File: config.mk
export PLATFORM = sky130hd
export DESIGN_NAME = png_record_buffer
export DESIGN_NICKNAME = d
export VERILOG_FILES = /design/src/rtl/png_record_buffer.sv
export SDC_FILE = /design/constraint.sdc
export NUM_CORES = 2
export LEC_CHECK = 0
export CAP_MARGIN = 20
export CORE_MARGIN = 2
export CORE_UTILIZATION = 40
export CTS_BUF_LIST = sky130_fd_sc_hd__clkbuf_16
export DETAILED_ROUTE_END_ITERATION = 16
export SLEW_MARGIN = 25
export SYNTH_ARGS = -nofsm -noshare
export SYNTH_HDL_FRONTEND = slang
export SYNTH_SLANG_ARGS = --single-unit
File: constraint.sdc
create_clock -name clk -period 19.81 [get_ports clk]
set_input_delay 3.962 -clock clk [delete_from_list [all_inputs] [get_ports clk]]
set_output_delay 3.962 -clock clk [all_outputs]
set_load 0.05 [all_outputs]
File: src/rtl/png_record_buffer.sv
`timescale 1ns/1ps
// PNG record buffer: queues flagged {ip, port, payload} records in a small FIFO and serialises
// each one MSB-first onto a valid/ready word stream, counting records lost to overflow.
module png_record_buffer #(
  parameter int unsigned PAYLOAD_WIDTH = 336,
  parameter int unsigned OUT_WIDTH     = 64,
  parameter int unsigned DEPTH         = 4
) (
  input  logic                       clk,
  input  logic                       rst,
  input  logic                       in_valid,
  input  logic [PAYLOAD_WIDTH-1:0]   in_payload,
  input  logic [31:0]                in_ip,
  input  logic [15:0]                in_port,
  output logic [OUT_WIDTH-1:0]       m_data,
  output logic                       m_valid,
  input  logic                       m_ready,
  output logic                       m_last,
  output logic                       full,
  output logic                       empty,
  output logic [$clog2(DEPTH+1)-1:0] count,
  output logic                       overflow,
  output logic [15:0]                drop_count
);

  localparam int unsigned RecW  = PAYLOAD_WIDTH + 48;
  localparam int unsigned Words = RecW / OUT_WIDTH;
  localparam int unsigned PtrW  = $clog2(DEPTH);
  localparam int unsigned IdxW  = (Words > 1) ? $clog2(Words) : 1;
  localparam int unsigned CntW  = $clog2(DEPTH + 1);

  localparam logic [0:0] StIdle = 1'b0;
  localparam logic [0:0] StSend = 1'b1;

  logic [RecW-1:0] mem_q [DEPTH];
  logic [PtrW-1:0] wr_ptr_q, rd_ptr_q;
  logic [CntW-1:0] cnt_q;
  logic [0:0]      state_q;
  logic [RecW-1:0] sh_q;
  logic [IdxW-1:0] idx_q;
  logic            valid_q;
  logic            ovf_q;
  logic [15:0]     drop_q;

  logic hs, last_w, push, pop;

  always_comb begin
    empty  = (cnt_q == '0);
    full   = (cnt_q == CntW'(DEPTH));
    hs     = valid_q && m_ready;
    last_w = (idx_q == IdxW'(Words - 1));
    // The next record is fetched either from idle or on the final handshake, so no bubble.
    pop    = !empty && ((state_q == StIdle) || (hs && last_w));
    push   = in_valid && !full;
  end

  assign m_data     = sh_q[RecW-1 -: OUT_WIDTH];
  assign m_valid    = valid_q;
  assign m_last     = valid_q && last_w;
  assign count      = cnt_q;
  assign overflow   = ovf_q;
  assign drop_count = drop_q;

  always_ff @(posedge clk) begin
    if (push) begin
      mem_q[wr_ptr_q] <= {in_ip, in_port, in_payload};
    end
  end

  always_ff @(posedge clk) begin
    if (!rst) begin
      wr_ptr_q <= '0;
      rd_ptr_q <= '0;
      cnt_q    <= '0;
      state_q  <= StIdle;
      sh_q     <= '0;
      idx_q    <= '0;
      valid_q  <= 1'b0;
      ovf_q    <= 1'b0;
      drop_q   <= '0;
    end else begin
      if (push) wr_ptr_q <= wr_ptr_q + PtrW'(1);
      if (pop)  rd_ptr_q <= rd_ptr_q + PtrW'(1);
      if (push && !pop)      cnt_q <= cnt_q + CntW'(1);
      else if (!push && pop) cnt_q <= cnt_q - CntW'(1);

      ovf_q <= in_valid && full;
      if (in_valid && full && (drop_q != 16'hFFFF)) drop_q <= drop_q + 16'd1;

      if (pop) begin
        sh_q    <= mem_q[rd_ptr_q];
        idx_q   <= '0;
        valid_q <= 1'b1;
        state_q <= StSend;
      end else if ((state_q == StSend) && hs) begin
        sh_q <= sh_q << OUT_WIDTH;
        if (last_w) begin
          idx_q   <= '0;
          valid_q <= 1'b0;
          state_q <= StIdle;
        end else begin
          idx_q <= idx_q + IdxW'(1);
        end
      end
    end
  end

endmodule
# After elaboration in Yosys (flattened, before gate mapping)
# Memory sizes are Yosys's and may differ from the RTL's. A register that Yosys moved wholly into a read port is not among the register bits.
# Index checks and enable logic that the tools add are counted.
# word_totals
register_bits	412
wordCells	53
out_inout_bits	88
mem_count	1
input_bits	388
ram_bits	1536
# mem_list
name	depth	width	rd	rd_clocked_by_memory_dff	wr	line_no	rtl
mem_q	4	384	1	1	1	35	logic [RecW-1:0] mem_q [DEPTH];
# op_classes
n_eq_ne	3
n_reduce_logical	21
n_addsub	6
bitwise_logic	2
n_mux	12
# ops
operator	n
$mux W384	2
$add A16 B1 Y16 const B	1
$ne A16 B16 Y1 const B	1
$logic_and A1 B1 Y1	10
$mux W3	3
$add A3 B1 Y3 const B	2
$eq A3 B3 Y1 const B	2
$reduce_bool A2 Y1	3
$mux W1	5
$add A2 B1 Y2 const B	2
$logic_not A1 Y1	4
$mux W2	2
$logic_not A3 Y1	1
$sub A3 B1 Y3 const B	1
$not A1 Y1	2
$reduce_and A2 Y1	1
$reduce_or A2 Y1	1
$logic_or A1 B1 Y1	1

# Depth between registers and ports, before layout
# logic_depth
ltp_word	7
ltp_mapped	11
ltp_nobuf	9

# Least setup slack after synthesis
# No wires, ideal clock.
# synth_timing
path_kind	input -> register
start	in in_valid
end	mem mem_q[0][0] (netlist bit), enable pin
setup_time_ns	0.796
path_buffers	1
arrival_time_ns	13.035
required_time_ns	19.014
setup_slack_ns	5.979
path_stages	3
path_cell_list	nor2b_1 > clkbuf_1 > and2_1
# synth_between
elab_chain_cells	3
# synth_rtl
item	line_no	rtl
start: declaration	11	input logic in_valid,
$logic_and A1 B1 Y1	54	push = in_valid && !full;
net push	45	logic hs, last_w, push, pop;
$mux W1	65	if (push) begin
$mux W1 (implied by the code)	66	mem_q[wr_ptr_q] <= {in_ip, in_port, in_payload};
end: declaration	35	
# The timed path passes the listed nets, and every way through them passes these cells.

# Worst setup path after layout
# layout_timing
start	in in_valid
end	mem mem_q[1][275] (netlist bit), enable pin
# layout_between
elab_chain_cells	3
# layout_rtl
item	line_no
$logic_and A1 B1 Y1	54
$mux W1	65
$mux W1 (implied by the code)	66
# Every way passes these cells.

==> flow_summary.toml <==
[run]
max-cap-violations = 0

[logic_synthesis]
synth.net_count = 4697
avgSynthCellArea_sq_um = 17.2
synth_seq_cells = 1950
yosys-top-cells-area = "edfxtp_1, mux4_2, dfxtp_1, nand2_1, a311oi_1"
syn_area_sq_um = 73800
yosysTopAreaCell = "edfxtp_1"
ys_types = 47
ys_warn_count = 0
netlist.area_leader.share_pct = 62.5
yosysSeqAreaShare_pct = 73.7
netlist_instances = 4302

[routing]
ant_nets = 0
vias_per_cell = 5.34
post_drt_wl_per_cell_um = 24.8
postRouteWirelength_um = 183000
drc_errors = 0
via_count = 39400
drt_iter0_drc = 2968
dr.pass1.iters = 5

[setup_path]
cp_cell_sequence = "clkdlybuf4s50_1, nor2b_1, and2_4, buf_4, buf_4, buf_4"
cp.required_ns = 20.26
cp_slowest_cell = "buf_4"
path_max_fanout = 59
endpoint_kind = "register"
worstSetupPathType = "in2reg"
crit_buf_inv = 4
critPathMaxStageDelay_ns = 0.87
cpLargestDelayFamily = "buffers and inverters"
start_kind = "primary input"
crit_top_cell = "buf_4"
cp.arrival_ns = 8.00

[floorplanning]
rows = 157
die_area_sq_um = 188000
die_y_um = 434
initial_utilization_pct = 40.3
core_area_sq_um = 183000
ios = 476
die_w_um = 434

[power_and_ir_drop]
ir_worst_vdd_v = 0.0000875
p_per_area_nw_per_um2 = 140
p_leak_uw = 0.0273

[cells_and_area]
instances_no_fill = 7378
drive_gt1_share_pct = 17.4
nNetsFinal = 5081
fillCellCount = 15500
layout_common_cells = "edfxtp_1, nand2_1, clkdlybuf4s50_1"
syn_to_final_growth_pct = 18.0
mostFrequentLayoutCell = "edfxtp_1"

[cts]
hold_buffers = 0
cts_setup_buffers = 0
clockBufferDepth = 3
cts_tree = "built"
cts.sinks = 1950
numCtsBuffers = 201
clock-root-buffer = "clkbuf_16"
path_clk_slew_ns = 0.06
cts_resized = 0
htreeDepth = 4
clk_latency_ns = 0.84

[timing]
tightest_slew_ns = 1.05
maxSlewHeadroom_pct = 29.7
finalCriticalPeriod_ns = 7.55
rsz0062_at_grt = "no"
finalMaxSlewViolations = 0
finClkSkew_ns = 0.0422
post-route-period-util_pct = 38.1
finalSetupTns_ns = 0
hold_viol_final = 0
fmax_mhz = 132
finalSetupViolCount = 0

[global_route]
overflow = 0
grt_max_degree = 207
grt_use_total_pct = 19.3
first_global_vias = 39200
antenna_found_initial = 99
grt_pass1_wl_um = 267000

[placed_design]
hpwl_um = 110000
placed_cells = 6944
gp_congestion = 0.763
io_buffers = 475

[worst_hold_path]
min_path_type = "reg2reg"

[status]
outcome = "complete, no violations"
==> sequential cells by signal, summed over array words and instances (netlist names), named ones only <==
| name | count |
|---|---|
| count | 3 |
| drop_count | 16 |
| idx_q | 3 |
| m_valid | 1 |
| mem_q | 1536 |
| overflow | 1 |
| rd_ptr_q | 2 |
| sh_q | 384 |
| wr_ptr_q | 2 |
==> cells by family after synthesis <==
kind of cell / count (synthesis) / share of synthesized area (%)
buffers and inverters: 367 / 2.68
AOI/OAI and AO/OA: 417 / 5.34
xor gates and xnor gates: 4 / 0.0475
adders and majority gates: 7 / 0.129
DFF: 1950 / 73.7
muxes: 392 / 11.8
and+or+nand+nor: 1165 / 6.27
==> metal layers <==
layer / global-route usage [%] / up-vias / wire [um]
li1: - / 17600 / -
met1: 26.1 / 20400 / 78400
met2: 29.9 / 1026 / 87700
met3: 4.18 / 345 / 10600
met4: 8.96 / 34 / 6320
met5: 0 / - / 220
==> path summary, 6_finish.rpt <==
check,start,end,slack [ns],cells after the start
min reg2reg,sh_q[16],sh_q[80],0.45,2
min,sh_q[16],sh_q[80],0.45,2
max,in_valid,mem_q[1][275],12.26,6
max reg2reg,count[0],mem_q[1][275],15.29,6
==> tightest hold or removal path: stages (launching register included) <==
cell and delay [ns]:
dfxtp_1 0.31, nand2_1 0.05, a311oi_1 0.08
==> power by group <==
part | total [uW] | internal (uW) | switching (uW)
clock | 3690 | 2090 | 1600
sequential | 5550 | 5140 | 410
combinational | 2960 | 1220 | 1750
total | 12200 | 8440 | 3750
==> synth_stat cells (all sizes together) <==
cell type / instances
nand4b: 1
a31oi: 3
a311oi: 320
nand3: 69
o311ai: 2
fa: 1
and4bb: 1
a211oi: 2
inv: 8
xor2: 2
or4: 4
clkbuf: 135
nor3: 3
and4b: 1
buf: 224
edfxtp: 1536
or3: 5
ha: 6
nor2b: 1
nor2: 330
nand2b: 5
dfxtp: 414
o41ai: 2
a21oi: 79
and3: 2
nand2: 722
xnor2: 2
nor4b: 1
mux2i: 8
nand4: 7
o31ai: 4
nor3b: 2
nor4: 2
mux4: 384
and4: 1
and2: 8
o21ai: 5
==> final cells by class <==
cell class,instances,area [sq um],share of cell area [%]
sequential,1950,54400,62.5
inverter,8,45.0,0.0517
antenna,48,120,0.138
clock buffer,204,5100,5.86
timing repair buffer,540,5430,6.23
multi-input combinational,1985,17500,20.0
tap,2464,3080,3.54
clock inverter,179,1430,1.65
==> per-stage QoR <==
step | hold slack (ns) | total power, uW | cell area, sq um | utilization (%) | setup WS [ns]
final | 0.449 | 12200 | 87100 | 47.5 | 12.26
after global routing | 0.470 | 12800 | 87100 | 47.5 | 12.07
after CTS | 0.448 | 12300 | 86900 | 47.4 | 12.27
after detailed placement | 0.458 | 8640 | 80300 | 43.8 | 11.35
after global placement | 0.455 | 8600 | 80300 | 43.8 | 11.41
after floorplan | 0.448 | 7890 | 73800 | - | 5.98
No activity file was read; power rests on OpenSTA's default activity.
